[src/rtl/conv_pkg.sv]
// Shared constants for the convolution PE scratchpad address generators:
// default widths and the write-side FSM state encoding.
package conv_pkg;

  localparam int unsigned DEF_FILTER_SIZE_WIDTH = 3;
  localparam int unsigned DEF_STRIDE_WIDTH      = 2;
  localparam int unsigned DEF_IFMAP_ADDR_WIDTH  = 4;
  localparam int unsigned DEF_IFMAP_DEPTH       = 16;
  localparam int unsigned DEF_FILTER_ADDR_WIDTH = 5;

  localparam int unsigned STATE_WIDTH = 2;

  localparam logic [STATE_WIDTH-1:0] ST_IDLE        = 2'd0;
  localparam logic [STATE_WIDTH-1:0] ST_LOAD_FILTER = 2'd1;
  localparam logic [STATE_WIDTH-1:0] ST_LOAD_IFMAP  = 2'd2;
  localparam logic [STATE_WIDTH-1:0] ST_ROW_DONE    = 2'd3;

endpackage

[src/rtl/circ_ptr.sv]
// Modulo-DEPTH pointer with clear, load, increment-by-1 and advance-by-k.
// Priority: clr > load > adv > inc. k is expected to be below DEPTH.
module circ_ptr #(
  parameter int unsigned ADDR_WIDTH = 4,
  parameter int unsigned DEPTH      = 16,
  parameter int unsigned K_WIDTH    = 2
) (
  input  logic                  clk,
  input  logic                  rst_n,
  input  logic                  clr,
  input  logic                  load,
  input  logic [ADDR_WIDTH-1:0] load_val,
  input  logic                  adv,
  input  logic [K_WIDTH-1:0]    k,
  input  logic                  inc,
  output logic [ADDR_WIDTH-1:0] ptr
);

  localparam int unsigned SW = ((K_WIDTH > ADDR_WIDTH) ? K_WIDTH : ADDR_WIDTH) + 1;

  logic [SW-1:0]         sum_k_c;
  logic [SW-1:0]         sum_1_c;
  logic [ADDR_WIDTH-1:0] ptr_nxt_c;

  // Single conditional subtract is enough since both steps are below DEPTH.
  always_comb begin
    sum_k_c = SW'(ptr) + SW'(k);
    sum_1_c = SW'(ptr) + SW'(1);
    if (sum_k_c >= SW'(DEPTH)) sum_k_c = sum_k_c - SW'(DEPTH);
    if (sum_1_c >= SW'(DEPTH)) sum_1_c = sum_1_c - SW'(DEPTH);

    ptr_nxt_c = ptr;
    if (clr)       ptr_nxt_c = '0;
    else if (load) ptr_nxt_c = load_val;
    else if (adv)  ptr_nxt_c = ADDR_WIDTH'(sum_k_c);
    else if (inc)  ptr_nxt_c = ADDR_WIDTH'(sum_1_c);
  end

  always_ff @(posedge clk or negedge rst_n) begin
    if (!rst_n) ptr <= '0;
    else        ptr <= ptr_nxt_c;
  end

endmodule

[src/rtl/ifmap_write_address_generator.sv]
// Write-side address generator: linear filter region, circular IFMap region.
// Optional WAG_OVERFLOW_CHECK_EN adds a sticky err output for release underflow / fptr overrun.
module ifmap_write_address_generator
  import conv_pkg::*;
#(
  parameter int unsigned FILTER_SIZE_WIDTH = DEF_FILTER_SIZE_WIDTH,
  parameter int unsigned STRIDE_WIDTH      = DEF_STRIDE_WIDTH,
  parameter int unsigned IFMAP_ADDR_WIDTH  = DEF_IFMAP_ADDR_WIDTH,
  parameter int unsigned IFMAP_DEPTH       = DEF_IFMAP_DEPTH,
  parameter int unsigned FILTER_ADDR_WIDTH = DEF_FILTER_ADDR_WIDTH
) (
  input  logic                         clk,
  input  logic                         rst,
  input  logic                         clr_addr,
  input  logic                         start,
  input  logic [FILTER_SIZE_WIDTH-1:0] filter_size,
  input  logic [STRIDE_WIDTH-1:0]      stride,
  input  logic                         filter_valid,
  input  logic                         filter_last,
  output logic                         filter_ready,
  input  logic                         in_valid,
  input  logic                         in_last,
  output logic                         in_ready,
  input  logic                         win_release,
  input  logic                         row_consumed,
  output logic                         wen_Filter,
  output logic [FILTER_ADDR_WIDTH-1:0] waddr_Filter,
  output logic                         wen_IFMap,
  output logic [IFMAP_ADDR_WIDTH-1:0]  waddr_IFMap,
  output logic [FILTER_ADDR_WIDTH-1:0] end_filters,
  output logic [IFMAP_ADDR_WIDTH-1:0]  start_data,
  output logic [IFMAP_ADDR_WIDTH-1:0]  end_data,
  output logic                         valid_end,
  output logic                         win_avail,
`ifdef WAG_OVERFLOW_CHECK_EN
  output logic                         err,
`endif
  output logic                         full,
  output logic                         empty
);

  localparam int unsigned CW = IFMAP_ADDR_WIDTH + 1;

  logic [STATE_WIDTH-1:0]       state, state_nxt;
  logic [FILTER_ADDR_WIDTH-1:0] fptr, fptr_nxt;
  logic [FILTER_ADDR_WIDTH-1:0] end_filters_nxt;
  logic [IFMAP_ADDR_WIDTH-1:0]  end_data_nxt;
  logic [IFMAP_ADDR_WIDTH-1:0]  wptr, wptr_inc_c, wptr_nxt_c;
  logic [CW-1:0]                count, count_nxt;
  logic [CW-1:0]                avail_c, stride_c;
  logic                         valid_end_nxt, full_nxt, empty_nxt, win_avail_nxt;
  logic                         rc_ok_c, rel_ok_c, sat_c;

  assign filter_ready = (state == ST_LOAD_FILTER);
  assign in_ready     = (state == ST_LOAD_IFMAP) && !full;
  assign wen_Filter   = filter_valid && filter_ready;
  assign wen_IFMap    = in_valid && in_ready;
  assign waddr_Filter = fptr;
  assign waddr_IFMap  = wptr;

  // A row_consumed in ROW_DONE wins over a coincident release.
  assign rc_ok_c  = row_consumed && (state == ST_ROW_DONE);
  assign rel_ok_c = win_release &&
                    ((state == ST_LOAD_IFMAP) || ((state == ST_ROW_DONE) && !row_consumed));
  assign avail_c  = count + CW'(wen_IFMap);
  assign stride_c = CW'(stride);
  assign sat_c    = rel_ok_c && (stride_c > avail_c);

  assign wptr_inc_c = (wptr == IFMAP_ADDR_WIDTH'(IFMAP_DEPTH - 1)) ? '0
                                                                   : wptr + IFMAP_ADDR_WIDTH'(1);
  assign wptr_nxt_c = wen_IFMap ? wptr_inc_c : wptr;

  circ_ptr #(
    .ADDR_WIDTH (IFMAP_ADDR_WIDTH),
    .DEPTH      (IFMAP_DEPTH),
    .K_WIDTH    (STRIDE_WIDTH)
  ) u_wptr (
    .clk      (clk),
    .rst_n    (rst),
    .clr      (clr_addr),
    .load     (1'b0),
    .load_val ('0),
    .adv      (1'b0),
    .k        ('0),
    .inc      (wen_IFMap),
    .ptr      (wptr)
  );

  // Saturating release snaps the oldest address to the post-write pointer.
  circ_ptr #(
    .ADDR_WIDTH (IFMAP_ADDR_WIDTH),
    .DEPTH      (IFMAP_DEPTH),
    .K_WIDTH    (STRIDE_WIDTH)
  ) u_start_ptr (
    .clk      (clk),
    .rst_n    (rst),
    .clr      (clr_addr),
    .load     (rc_ok_c || sat_c),
    .load_val (wptr_nxt_c),
    .adv      (rel_ok_c && !sat_c),
    .k        (stride),
    .inc      (1'b0),
    .ptr      (start_data)
  );

  always_comb begin
    state_nxt       = state;
    fptr_nxt        = fptr;
    end_filters_nxt = end_filters;
    end_data_nxt    = end_data;
    valid_end_nxt   = valid_end;
    count_nxt       = count;

    unique case (state)
      ST_IDLE: begin
        if (start) state_nxt = ST_LOAD_FILTER;
      end
      ST_LOAD_FILTER: begin
        if (wen_Filter) begin
          fptr_nxt = fptr + FILTER_ADDR_WIDTH'(1);
          if (filter_last) begin
            end_filters_nxt = fptr;
            state_nxt       = ST_LOAD_IFMAP;
          end
        end
      end
      ST_LOAD_IFMAP: begin
        if (wen_IFMap) begin
          end_data_nxt = wptr;
          if (in_last) begin
            valid_end_nxt = 1'b1;
            state_nxt     = ST_ROW_DONE;
          end
        end
      end
      ST_ROW_DONE: begin
        if (rc_ok_c) begin
          count_nxt     = '0;
          valid_end_nxt = 1'b0;
          state_nxt     = ST_LOAD_IFMAP;
        end
      end
      default: state_nxt = ST_IDLE;
    endcase

    if (rel_ok_c)       count_nxt = sat_c ? '0 : avail_c - stride_c;
    else if (wen_IFMap) count_nxt = avail_c;

    if (clr_addr) begin
      state_nxt       = ST_IDLE;
      fptr_nxt        = '0;
      end_filters_nxt = '0;
      end_data_nxt    = '0;
      valid_end_nxt   = 1'b0;
      count_nxt       = '0;
    end

    full_nxt      = (count_nxt == CW'(IFMAP_DEPTH));
    empty_nxt     = (count_nxt == '0);
    win_avail_nxt = !clr_addr && (count_nxt >= CW'(filter_size));
  end

  always_ff @(posedge clk or negedge rst) begin
    if (!rst) begin
      state       <= ST_IDLE;
      fptr        <= '0;
      end_filters <= '0;
      end_data    <= '0;
      valid_end   <= 1'b0;
      count       <= '0;
      full        <= 1'b0;
      empty       <= 1'b1;
      win_avail   <= 1'b0;
    end else begin
      state       <= state_nxt;
      fptr        <= fptr_nxt;
      end_filters <= end_filters_nxt;
      end_data    <= end_data_nxt;
      valid_end   <= valid_end_nxt;
      count       <= count_nxt;
      full        <= full_nxt;
      empty       <= empty_nxt;
      win_avail   <= win_avail_nxt;
    end
  end

`ifdef WAG_OVERFLOW_CHECK_EN
  logic err_nxt;

  // Sticky: underflowing release, or a non-last filter beat with fptr at its top.
  always_comb begin
    err_nxt = err || sat_c ||
              ((state == ST_LOAD_FILTER) && filter_valid && (fptr == '1) && !filter_last);
    if (clr_addr) err_nxt = 1'b0;
  end

  always_ff @(posedge clk or negedge rst) begin
    if (!rst) err <= 1'b0;
    else      err <= err_nxt;
  end
`endif

endmodule

[config.mk]
export PLATFORM = sky130hd
export DESIGN_NAME = ifmap_write_address_generator
export DESIGN_NICKNAME = d
export VERILOG_FILES = /design/src/rtl/conv_pkg.sv /design/src/rtl/circ_ptr.sv /design/src/rtl/ifmap_write_address_generator.sv
export SDC_FILE = /design/constraint.sdc
export NUM_CORES = 1
export LEC_CHECK = 0
export BUFFER_PORTS_ARGS = -buffer_cell sky130_fd_sc_hd__buf_2
export CAP_MARGIN = 20
export CORE_ASPECT_RATIO = 1.5
export CORE_MARGIN = 5
export CORE_UTILIZATION = 50
export DETAILED_ROUTE_END_ITERATION = 8
export PLACE_DENSITY = 0.75
export SLEW_MARGIN = 20
export SYNTH_ARGS = -nofsm -noshare
export SYNTH_HDL_FRONTEND = slang
export SYNTH_HIERARCHICAL = 1
export SYNTH_SLANG_ARGS = --single-unit
[constraint.sdc]
create_clock -name clk -period 4.1 [get_ports clk]
set_clock_uncertainty 0.1 [all_clocks]
set_input_delay 0.615 -clock clk [delete_from_list [all_inputs] [get_ports clk]]
set_output_delay 0.615 -clock clk [all_outputs]
set_load 0.02 [all_outputs]
* After elaboration in Yosys (flattened, before gate mapping)
Cells that the tools add are included.
** Storage, ports and cells
- Register bits after elaboration :: 33
- Input port bits :: 15
- Output and inout port bits :: 30
- Word-level logic and storage cells :: 101
** Cells by class
- Add/sub/neg operators :: 8
- Magnitude comparators :: 4
- Equality and inequality tests :: 11
- Mux-type cells :: 38
- Reduce and logical (&&, ||, !) cells :: 29
** Operators by type and width (count)
- two-way mux 5 bit :: 13
- two-way mux 4 bit :: 12
- != test 3 bit (second input constant) :: 5
- two-way mux 2 bit :: 7
- greater-or-equal comparator 5 bit (second input constant) :: 2
- nonzero test 2 bit :: 5
- logical AND 1 bit :: 9
- one-hot mux 2 bit (4 select lines) :: 1
- subtractor 4 x 1 -> 4 bit (second input constant) :: 2
- AND reduction 6 bit :: 1
- nonzero test 3 bit :: 2
- adder 4 x 1 -> 5 bit (second input constant) :: 1
- adder 4 x 2 -> 5 bit :: 1
- adder 5 x 1 -> 5 bit :: 1
- adder 5 x 1 -> 5 bit (second input constant) :: 1
- == test 5 bit (second input constant) :: 1
- greater-or-equal comparator 5 x 3 -> 1 bit :: 1
- greater-than comparator 2 x 5 -> 1 bit :: 1
- logical NOT 5 bit :: 1
- subtractor 5 x 2 -> 5 bit :: 1
- adder 4 x 1 -> 4 bit (second input constant) :: 1
- == test 2 bit (second input constant) :: 2
- == test 4 bit (second input constant) :: 1
- logical NOT 1 bit :: 4
- other kinds (9) :: 14

* Logic depth before layout (Yosys ltp)
- Depth in word-level cells :: 11
- Gate-level depth with buffers :: 16
- Gate-level depth less buffers :: 15

* By module
The synthesis kept the hierarchy.
** By module, submodules not included
- ifmap_write_address_generator :: times used 1, cells each 183, area an instance 1649.1 um^2, seq. area each 626.9 um^2
- circ_ptr :: times used 2, cells each 34, area an instance 316.6 um^2, seq. area each 100.1 um^2

* Worst setup path after synthesis
OpenSTA, ideal clock, no wires.
- Kind :: input to register
- Start :: in in_valid
- End :: reg u_start_ptr.ptr[2]
- Setup time :: 0.101 ns
- Arrival time :: 3.430 ns
- Data required time :: 3.899 ns
- Path slack :: 0.469 ns
- Cell stages on the path :: 15
- Path buffers :: 1
- Cell sequence :: nand4bb_1 > inv_1 > buf_2 > ha_1 > ha_1 > ha_1 > a211oi_4 > a31oi_2 > nand2b_1 > ha_1 > inv_1 > fa_1 > nor3_1 > a21oi_1 > o32ai_1
** On the way
- Word-level cells in the longest chain between the ends :: 7
- Elaborated cells on any way between the ends :: 11
- Those cells by class :: 1 x add/sub; 1 x order compare; 3 x mux; 6 x reduce/logical
** RTL lines
- from (decl) :: line ifmap_write_address_generator.sv:21 : input logic in_valid,
- logical AND 1 bit (*) :: line ifmap_write_address_generator.sv:57 : assign wen_IFMap = in_valid && in_ready;
- named net wen_IFMap :: line ifmap_write_address_generator.sv:28 : output logic wen_IFMap,
- adder 5 x 1 -> 5 bit :: line ifmap_write_address_generator.sv:65 : assign avail_c = count + CW'(wen_IFMap);
- greater-than comparator 2 x 5 -> 1 bit :: line ifmap_write_address_generator.sv:67 : assign sat_c = rel_ok_c && (stride_c > avail_c);
- logical AND 1 bit :: line ifmap_write_address_generator.sv:67
- logical OR 1 bit / logical NOT 1 bit (equally long branches) :: line ifmap_write_address_generator.sv:98, ifmap_write_address_generator.sv:100
- two-way mux 4 bit / logical AND 1 bit (equally long branches) :: line circ_ptr.sv:34, ifmap_write_address_generator.sv:100
- two-way mux 4 bit / nonzero test 3 bit (equally long branches)
- to (signal assigned) :: line circ_ptr.sv:41 : else ptr <= ptr_nxt_c;
- to (decl) :: line circ_ptr.sv:16 : output logic [ADDR_WIDTH-1:0] ptr
The timed path passes the listed nets; every way through them passes the cells marked *.
A chain may end at the register's enable or synchronous reset.

* Worst setup path in the final report
- Start :: reg state[0]
- End :: reg u_start_ptr.ptr[2]
** On the way
- Word-level cells in the longest chain between the ends :: 9
- Elaborated cells on any way between the ends :: 18
- Those cells by class :: 1 x add/sub; 1 x order compare; 2 x eq/ne; 3 x mux; 11 x reduce/logical
** RTL lines
- from (decl) :: line ifmap_write_address_generator.sv:44 : logic [STATE_WIDTH-1:0] state, state_nxt;
- from (signal assigned) :: line ifmap_write_address_generator.sv:175 : state <= state_nxt;
- == test 2 bit :: line ifmap_write_address_generator.sv:55, ifmap_write_address_generator.sv:64
- logical AND 1 bit :: line ifmap_write_address_generator.sv:55 : assign in_ready = (state == ST_LOAD_IFMAP) && !full;
- logical AND 1 bit :: line ifmap_write_address_generator.sv:57
- adder 5 x 1 -> 5 bit :: line ifmap_write_address_generator.sv:65
- greater-than comparator 2 x 5 -> 1 bit :: line ifmap_write_address_generator.sv:67
- logical AND 1 bit :: line ifmap_write_address_generator.sv:67
- logical OR 1 bit / logical NOT 1 bit (equally long branches) :: line ifmap_write_address_generator.sv:98, ifmap_write_address_generator.sv:100
- two-way mux 4 bit / logical AND 1 bit (equally long branches) :: line circ_ptr.sv:34, ifmap_write_address_generator.sv:100
- two-way mux 4 bit / nonzero test 3 bit (equally long branches)
Several ways; a longest one is shown, not always the timed one.

==> results.cfg <==
[synthesis]
syn_avg_cell_area_um2 = 9.09
synthCells = 251
ys_warn_count = 6
ys_top_cells_by_count = dfrtp_1, nand2_1, a21oi_1
yosysTopAreaCell = dfrtp_1
ys_seq_area_frac = 0.362
yosysMostFrequentCell = dfrtp_1
synth_area_um2 = 2280
ys_top_cells_by_area = dfrtp_1, ha_1, a21oi_1, nand2_1, inv_1
synth_top_area_share = 0.351
synthArstFlopShare = 1.00
synth_edf_count = 0
synthFlopType = dfrtp_1
synth-seq-cells = 33
synth_cell_types = 56

[route]
via_per_inst = 5.65
dr.pass1.iters = 4
routed_wl_um = 5380
wire_per_inst_um = 15.2
vias = 1994
antenna_left = 0
drc = 0
dr.first_iter.drc_count = 71

[cells_and_area]
drive_above_1_share = 0.223
nets = 335
regArea_um2 = 827
antenna_cells = 0
area.growth.synth_to_final_pct = 16.9
postLayoutCoreUtil = 0.597
fillers = 413
multi_input_area_um2 = 1340

[critical_path]
worst-path-max-fanout = 11
slowest_delay_ps = 510
cpMostUsedCell = ha_1
critPathKind = reg -> reg
r2r_cells = 14
crit_chain = nand4bb_1, inv_1, ha_1, ha_1, ha_1, a211oi_4, a31oi_2, nand2b_1, ha_1, inv_1, fa_1, nor3_1, a21oi_1, o32ai_1
crit_path_start_kind = flop
path_buf_inv = 2
crit_path_top_delay_cell = dfrtp_1
crit_family = adder cells
path_depth = 14
worstPathRequired_ps = 4190
crit_arrival_ps = 3720
end_kind = flop

[sta]
setup_viol = 0
fin_setup_tns_ps = 0
maxSlewHeadroom = 0.427
rsz0062_at_grt = false
fmax_mhz = 276
tightest_slew_ps = 860
fin_ws_ps = 471
maxSlewViolCount = 0
hold_viol = 0
finalHoldWorstSlack_ps = 285
fin_crit_ps = 3630
min_period_over_period = 0.885

[clock_network]
cts.clk_slew.worst_paths_ps = 80
cts_made_buffers = 5
cts_tree = yes
clkSinkCount = 33
cts_root_buffer = clkbuf_8
clockBufferDepth = 2
insertion_delay_ps = 290
postCtsSetupBuffers = 0
cts_max_level = 2
hold_buffers = 0
cts_repair_resize_count = 0

[placement]
post-place-ws_ps = 360
io_buffers = 44
hpwl_um = 3960
gp_congestion = 0.889

[grt]
grt_pass1_vias = 1930
antenna_found_initial = 0
overflow = 0
grt_pass1_wl_um = 8800
grt_max_degree = 44
grtUsageTotal = 0.185

[flow_run]
cap_violations = 0

[power_and_ir_drop]
power_mw = 0.864
power.density_nw_per_um2 = 324
max-vdd-ir-drop_uv = 208
leakage_nw = 1.32

[die]
die_h_um = 92.7
row_count = 30
dieArea_um2 = 6040
die_w_um = 65.2
core_area_um2 = 4470
ios = 45
start_util = 0.511

[outcome]
status = finished, final reports clean

[worst_hold_path]
hp-class = in -> async
## registers in the layout, indices dropped and copies added (netlist names)
register and cells:
count 5, end_filters 5, waddr_Filter 5, end_data 4, u_start_ptr/ptr 4, u_wptr/ptr 4, state 2, empty 1
full 1, valid_end 1, win_avail 1
## power breakdown
part	internal, mW	total, mW	switching, mW
Sequential	0.343	0.368	0.0247
Combinational	0.0688	0.182	0.113
Clock	0.182	0.315	0.133
Total	0.594	0.864	0.270
## through the flow
stage | cell area [um2] | std cells
finish | 2670 | 353
global route | 2670 | 353
CTS | 2670 | 353
detailed placement | 2550 | 345
global placement | 2550 | 345
floorplan | 2320 | 261
## cells by family (layout without fill, tap and decap cells)
| kind of cell | after synthesis | after routing | share of synthesized area |
|---|---|---|---|
| compound gates | 63 | 63 | 0.198 |
| xor+xnor | 12 | 12 | 0.0493 |
| fa+ha+maj | 16 | 16 | 0.0976 |
| buf+inv | 32 | 76 | 0.0663 |
| flops | 33 | 33 | 0.362 |
| mux | 5 | 5 | 0.0219 |
| other cells | 1 | 11 | 0.00164 |
| simple gates | 89 | 89 | 0.203 |
## final timing paths
path,slack (ps),from,to
max,470,state[0],u_start_ptr/ptr[2]
min,290,rst,end_filters[0]
max reg2reg,470,state[0],u_start_ptr/ptr[2]
min reg2reg,410,valid_end,valid_end
max in group asynchronous,3140,rst,u_start_ptr/ptr[2]
min in group clk,410,valid_end,valid_end
## placed cells by master, fill, tap and decap left out, types with 5 or more instances in the layout
cell type | Yosys | final
conb_1 | 1 | 11
a21oi_1 | 26 | 26
nand2_1 | 31 | 31
dfrtp_1 | 32 | 32
nand3_1 | 9 | 9
ha_1 | 13 | 13
nand2b_1 | 5 | 5
nor2_1 | 18 | 18
inv_1 | 19 | 19
buf_2 | 7 | 44
clkbuf_8 | 0 | 5
xor2_1 | 7 | 7
mux2i_1 | 5 | 5
## routing by layer
metal | vias to the layer above | wire length (um) | GRT usage
li1 | 979 | - | -
met1 | 967 | 2270 | 0.222
met2 | 42 | 2820 | 0.320
met3 | 6 | 218 | 0.0364
met4 | 0 | 69 | 0.0727
met5 | - | 0 | 0
## layout make-up
| cell class | count | area share |
|---|---|---|
| Inverter | 20 | 0.0281 |
| Timing Repair Buffer | 48 | 0.0938 |
| Multi-Input combinational cell | 196 | 0.503 |
| Sequential cell | 33 | 0.310 |
| Clock inverter | 3 | 0.0173 |
| Tap cell | 48 | 0.0225 |
| Clock buffer | 5 | 0.0258 |
No activity file was read; power rests on OpenSTA's default activity.
